### config.mk
export PLATFORM = sky130hd
export DESIGN_NAME = mastermind_sequencer
export DESIGN_NICKNAME = d
export VERILOG_FILES = /design/src/rtl/mastermind_pkg.sv /design/src/rtl/mastermind_sequencer_press_detect.sv /design/src/rtl/mastermind_sequencer.sv
export SDC_FILE = /design/constraint.sdc
export NUM_CORES = 1
export LEC_CHECK = 0
export BUFFER_PORTS_ARGS = -buffer_cell sky130_fd_sc_hd__buf_2
export CAP_MARGIN = 10
export CORE_UTILIZATION = 35
export DETAILED_ROUTE_END_ITERATION = 10
export PLACE_DENSITY = 0.65
export SLEW_MARGIN = 20
export SYNTH_ARGS = -nofsm -noshare
export SYNTH_HDL_FRONTEND = slang
export SYNTH_HIERARCHICAL = 1
export SYNTH_SLANG_ARGS = --single-unit
### constraint.sdc
create_clock -name clk -period 1.98 [get_ports clk]
set_clock_uncertainty 0.2 [all_clocks]
set_input_delay 0.297 -clock clk [delete_from_list [all_inputs] [get_ports clk]]
set_output_delay 0.297 -clock clk [all_outputs]
set_load 0.005 [all_outputs]
### src/rtl/mastermind_pkg.sv
// mastermind_pkg: shared state encoding and game constants for the Mastermind sequencer
package mastermind_pkg;
    typedef enum logic [2:0] {
        CODE_ENTRY,
        GUESS_ENTRY,
        CLEAR,
        SCORE,
        CHECK,
        WIN,
        LOSE
    } state_t;
    localparam int NUM_PEGS = 4;
    localparam int PEG_W = 3;
    localparam logic [PEG_W-1:0] WIN_RED = 3'd4;
endpackage

### src/rtl/mastermind_sequencer_press_detect.sv
// press_detect: rising-edge detector turning the debounced load level into a one-cycle press
module press_detect (
    input  logic clk,
    input  logic resetn,
    input  logic load,
    output logic press
);
    logic load_q;
    // delayed copy of load; resets high so a button held through reset is not a press
    always_ff @(posedge clk or negedge resetn) begin
        if (!resetn) load_q <= 1'b1;
        else load_q <= load;
    end
    assign press = load & ~load_q;
endmodule

### src/rtl/mastermind_sequencer.sv
// mastermind_sequencer: game FSM driving code/guess slot writes, comparator scoring and win/lose
module mastermind_sequencer
    import mastermind_pkg::*;
#(
    parameter int MAX_ROUNDS = 8
) (
    input  logic             clk,
    input  logic             resetn,
    input  logic             load,
    input  logic [PEG_W-1:0] data_in,
    input  logic [2:0]       red_in,
    output logic             wr_code,
    output logic             wr_guess,
    output logic [1:0]       wr_idx,
    output logic [PEG_W-1:0] wr_data,
    output logic             clr_score,
    output logic             cmp_en,
    output logic [1:0]       cmp_idx,
    output logic [3:0]       round_num,
    output logic             win,
    output logic             lose,
    output logic             hide_code
);
    localparam logic [1:0] LAST_SLOT = 2'(NUM_PEGS - 1);
    localparam logic [3:0] MAX_R = 4'(MAX_ROUNDS);
    logic press;
    state_t state, state_d;
    logic [1:0] slot, slot_d, wr_idx_d, cmp_idx_d;
    logic [3:0] round_d;
    logic [PEG_W-1:0] wr_data_d;
    logic wr_code_d, wr_guess_d;
    press_detect u_press (
        .clk    (clk),
        .resetn (resetn),
        .load   (load),
        .press  (press)
    );
    // next state and next registered outputs; entry states leave only after the slot-3 strobe
    // has gone out so a write strobe never overlaps clr_score
    always_comb begin
        state_d = state;
        slot_d = slot;
        round_d = round_num;
        wr_code_d = 1'b0;
        wr_guess_d = 1'b0;
        wr_idx_d = wr_idx;
        wr_data_d = wr_data;
        cmp_idx_d = 2'd0;
        case (state)
            CODE_ENTRY, GUESS_ENTRY: begin
                if ((wr_code || wr_guess) && wr_idx == LAST_SLOT) begin
                    state_d = (state == CODE_ENTRY) ? GUESS_ENTRY : CLEAR;
                end else if (press) begin
                    wr_code_d = (state == CODE_ENTRY);
                    wr_guess_d = (state == GUESS_ENTRY);
                    wr_idx_d = slot;
                    wr_data_d = data_in;
                    slot_d = slot + 2'd1;
                end
            end
            CLEAR: state_d = SCORE;
            SCORE: begin
                state_d = (cmp_idx == LAST_SLOT) ? CHECK : SCORE;
                cmp_idx_d = (cmp_idx == LAST_SLOT) ? 2'd0 : cmp_idx + 2'd1;
            end
            CHECK: begin
                round_d = round_num + 4'd1;
                state_d = (red_in == WIN_RED) ? WIN : ((round_num + 4'd1 == MAX_R) ? LOSE : GUESS_ENTRY);
            end
            WIN, LOSE: begin
                if (press) begin
                    state_d = CODE_ENTRY;
                    round_d = 4'd0;
                    slot_d = 2'd0;
                end
            end
            default: state_d = CODE_ENTRY;
        endcase
    end
    // state, counters and registered strobes aligned with the state they belong to
    always_ff @(posedge clk or negedge resetn) begin
        if (!resetn) begin
            state <= CODE_ENTRY;
            slot <= 2'd0;
            round_num <= 4'd0;
            wr_code <= 1'b0;
            wr_guess <= 1'b0;
            wr_idx <= 2'd0;
            wr_data <= '0;
            clr_score <= 1'b0;
            cmp_en <= 1'b0;
            cmp_idx <= 2'd0;
        end else begin
            state <= state_d;
            slot <= slot_d;
            round_num <= round_d;
            wr_code <= wr_code_d;
            wr_guess <= wr_guess_d;
            wr_idx <= wr_idx_d;
            wr_data <= wr_data_d;
            clr_score <= (state_d == CLEAR);
            cmp_en <= (state_d == SCORE);
            cmp_idx <= cmp_idx_d;
        end
    end
    assign win = (state == WIN);
    assign lose = (state == LOSE);
    assign hide_code = !(state inside {CODE_ENTRY, WIN, LOSE});
endmodule

==> results.cfg <==
[sta]
slew_headroom_pct = 69.43
whs_ns = 0.01372
min_period_ns = 1.898
worst_slew_pin_slew_ns = 0.4586
period_share_pct = 95.87
hold_viol_final = 0
finalSetupTns_ns = 0
rsz0062_at_grt = no
drv_slew = 0
max_freq_mhz = 526.8
setup_violations = 0

[synth]
synth_adder_area_share_pct = 3.448
synth_top_family_by_area = simple AND/OR/NAND/NOR gates
synthDominantCellAreaShare_pct = 45.98
synthMuxAreaShare_pct = 5.172
netlist_area_um2 = 1089
synth_compound_area_share_pct = 18.74
synth_area_leaders = dfrtp_1 46%, mux2_4 4.1%, ha_1 3.4%
synth_top_area_cell = dfrtp_1
synth_simple_gate_area_share_pct = 19.31
synth-xor-area-share_pct = 1.609
syn_area_per_cell_um2 = 10.47
seq_area_frac_synth_pct = 48.39
syn-num-nets = 116
syn_inst = 104
synth_warnings = 6
ys_types = 40
synth.ff_latch_count = 21

[routing]
first_pass_iters = 10
routed_wl_um = 2113
wl_per_cell_um = 12.73
drtIter0Drc = 45
drcViolationCount = 3
vias = 896
routed_via_density = 5.398
antenna_left = 0

[cells_and_area]
nets = 148
drive_above_1_share_pct = 30.37
syn2layout_area_growth_pct = 20.23
final_common_cell = buf_2
diodes = 0
fin_util_pct = 45.88
layout_common_cells = 26 x buf_2, 19 x dfrtp_1, 10 x nand2_1

[global_routing]
grt_overflow_total = 0
first_global_vias = 798
grt_first_pass_wirelength_um = 3581
grtUsageTotal_pct = 14.12
grt_start_max_net_pins = 22
antenna_found_initial = 0

[clock_tree]
numCtsBuffers = 3
clk_path_buf_depth = 2
h-tree-depth = 1
clk_pin_slew_ns = 0.12
cts_root_buf = clkbuf_4
clock_sinks = 21
cts_tree = built
cts_setup_buffers = 0
clock_latency_ns = 0.31

[job]
cap_violations = 0

[critical_path]
critPathCaptureType = register
crit_type = input port to register
cp_slowest_cell = dlygate4sd3_1
start_kind = input port
cp.arrival_ns = 1.91
crit_required_ns = 1.99
critPathMaxFanout = 6
crit_chain = dlygate4sd3_1 > buf_2 > nor2b_4 > nand2b_1 > or3_4 > mux2_4
worst_path_largest_cell_delay_ns = 0.52

[floorplan]
dieHeight_um = 57.77
core_area_um2 = 2853
dieArea_um2 = 3337
io-pin-count = 27
die_w_um = 57.77
row_count = 19
start_util_pct = 38.16

[power_and_ir_drop]
powerDensity_nw_per_um2 = 1249
power_mw = 1.634
p_int_mw = 1.029
leakage_nw = 0.6357
p_comb_share_pct = 39.6
swShare_pct = 37.04
netSwitchingPower_mw = 0.6054
peakVddDrop_mv = 0.5200
seqPwrFrac_pct = 47.7
p_clk_share_pct = 12.8

[place]
dpl.hpwl_um = 1549
place_congestion = 0.8590
port_buffers = 26

[run_status]
violations = design-rule violations
outcome = finished with violations

[hold_path]
holdCritPathClass = input port to register
## flip-flops by register name, summed over array words and instances, names as in the netlist
register,cells
clr_score,1
cmp_en,1
cmp_idx,2
round_num,4
slot,2
state,3
u_press/load_q,1
wr_code,1
wr_data,3
wr_guess,1
wr_idx,2
## final timing paths
check | start | endpoint | slack (ns) | cells after the start
max in group asynchronous | resetn | u_press/load_q | 0.97 | 2
min in group asynchronous | resetn | wr_data[0] | 0.26 | 2
worst max-delay path | load | wr_data[0] | 0.08 | 6
worst max register to register | round_num[0] | state[0] | 0.28 | 4
worst min-delay path | data_in[2] | wr_data[2] | 0.01 | 2
worst min register to register | cmp_idx[0] | cmp_idx[0] | 0.26 | 1
## power by group through the flow
stage | Clock, mW | Sequential, mW | Combinational [mW]
global placement | 0 | 0.777 | 0.641
global route | 0.233 | 0.813 | 0.739
floorplan | 0 | 0.732 | 0.458
finish | 0.208 | 0.779 | 0.646
CTS | 0.224 | 0.781 | 0.650
detailed placement | 0 | 0.785 | 0.644
## cell type report
cell class,instances,area [um^2]
Fill cell,285,1544
Multi-Input combinational cell,77,533.0
Sequential cell,21,528.0
Timing Repair Buffer,30,167.7
Tap cell,31,38.79
Clock buffer,3,22.52
Inverter,3,11.26
Clock inverter,1,7.507
## worst max-delay path: cells and delay by family
family / cells / cell delay [ns]
buffers and inverters: 2 / 0.62
muxes: 1 / 0.31
and+or+nand+nor: 3 / 0.68
## cells in the mapped netlist
cell type / instances
nand4bb_1: 1
nor3_1: 2
o21bai_1: 2
a22o_1: 1
a41oi_1: 1
a221o_1: 1
a21boi_0: 3
o21ai_0: 7
buf_6: 1
nand3_1: 2
nand2_1: 10
nand2b_1: 4
nor2b_1: 3
buf_2: 2
and2_1: 2
o22ai_1: 1
mux2_2: 1
a2bb2oi_1: 1
buf_1: 1
a21oi_1: 3
ha_1: 3
or3_4: 1
dfrtp_1: 20
xnor2_1: 2
nor2_1: 8
o211a_1: 1
o21a_1: 1
o211ai_1: 2
mux2_4: 3
o31ai_1: 1
nor2b_4: 1
inv_1: 3
or3b_2: 1
dfstp_2: 1
a21o_1: 1
o221ai_1: 1
a211o_1: 1
nand4b_1: 1
o2bb2ai_1: 1
and3_1: 2
## kinds of logic (layout without fill, tap and decap cells)
kind of cell	after synthesis	in the layout
and+or+nand+nor	38	39
AOI/OAI and AO/OA	29	29
DFF	21	21
buffers and inverters	7	37
muxes	4	4
adders and majority gates	3	3
xor gates and xnor gates	2	2
## stage by stage
step,cells,cell area [um^2],setup slack [ns]
CTS,165,1301,0.08202
floorplan,104,1089,0.2482
detailed placement,158,1240,0.2679
global route,166,1309,0.002541
finish,166,1309,0.08174
global placement,158,1240,0.2886
## routing by layer
layer / vias up / wire length, um / track usage, %
met1: 428 / 973 / 18.63
met5: - / 0 / 0
met4: 0 / 39 / 7.143
li1: 437 / - / -
met2: 27 / 986 / 22.26
met3: 4 / 114 / 2.679
## timing repair
action,in CTS,in global routing
cloned,0,1
pin swaps,0,0
endpoints found under the setup margin,1,6
resized for setup,1,1
endpoints found under the hold margin,22,0
hold buffers,3,0
(Power assumes the default switching activity.)
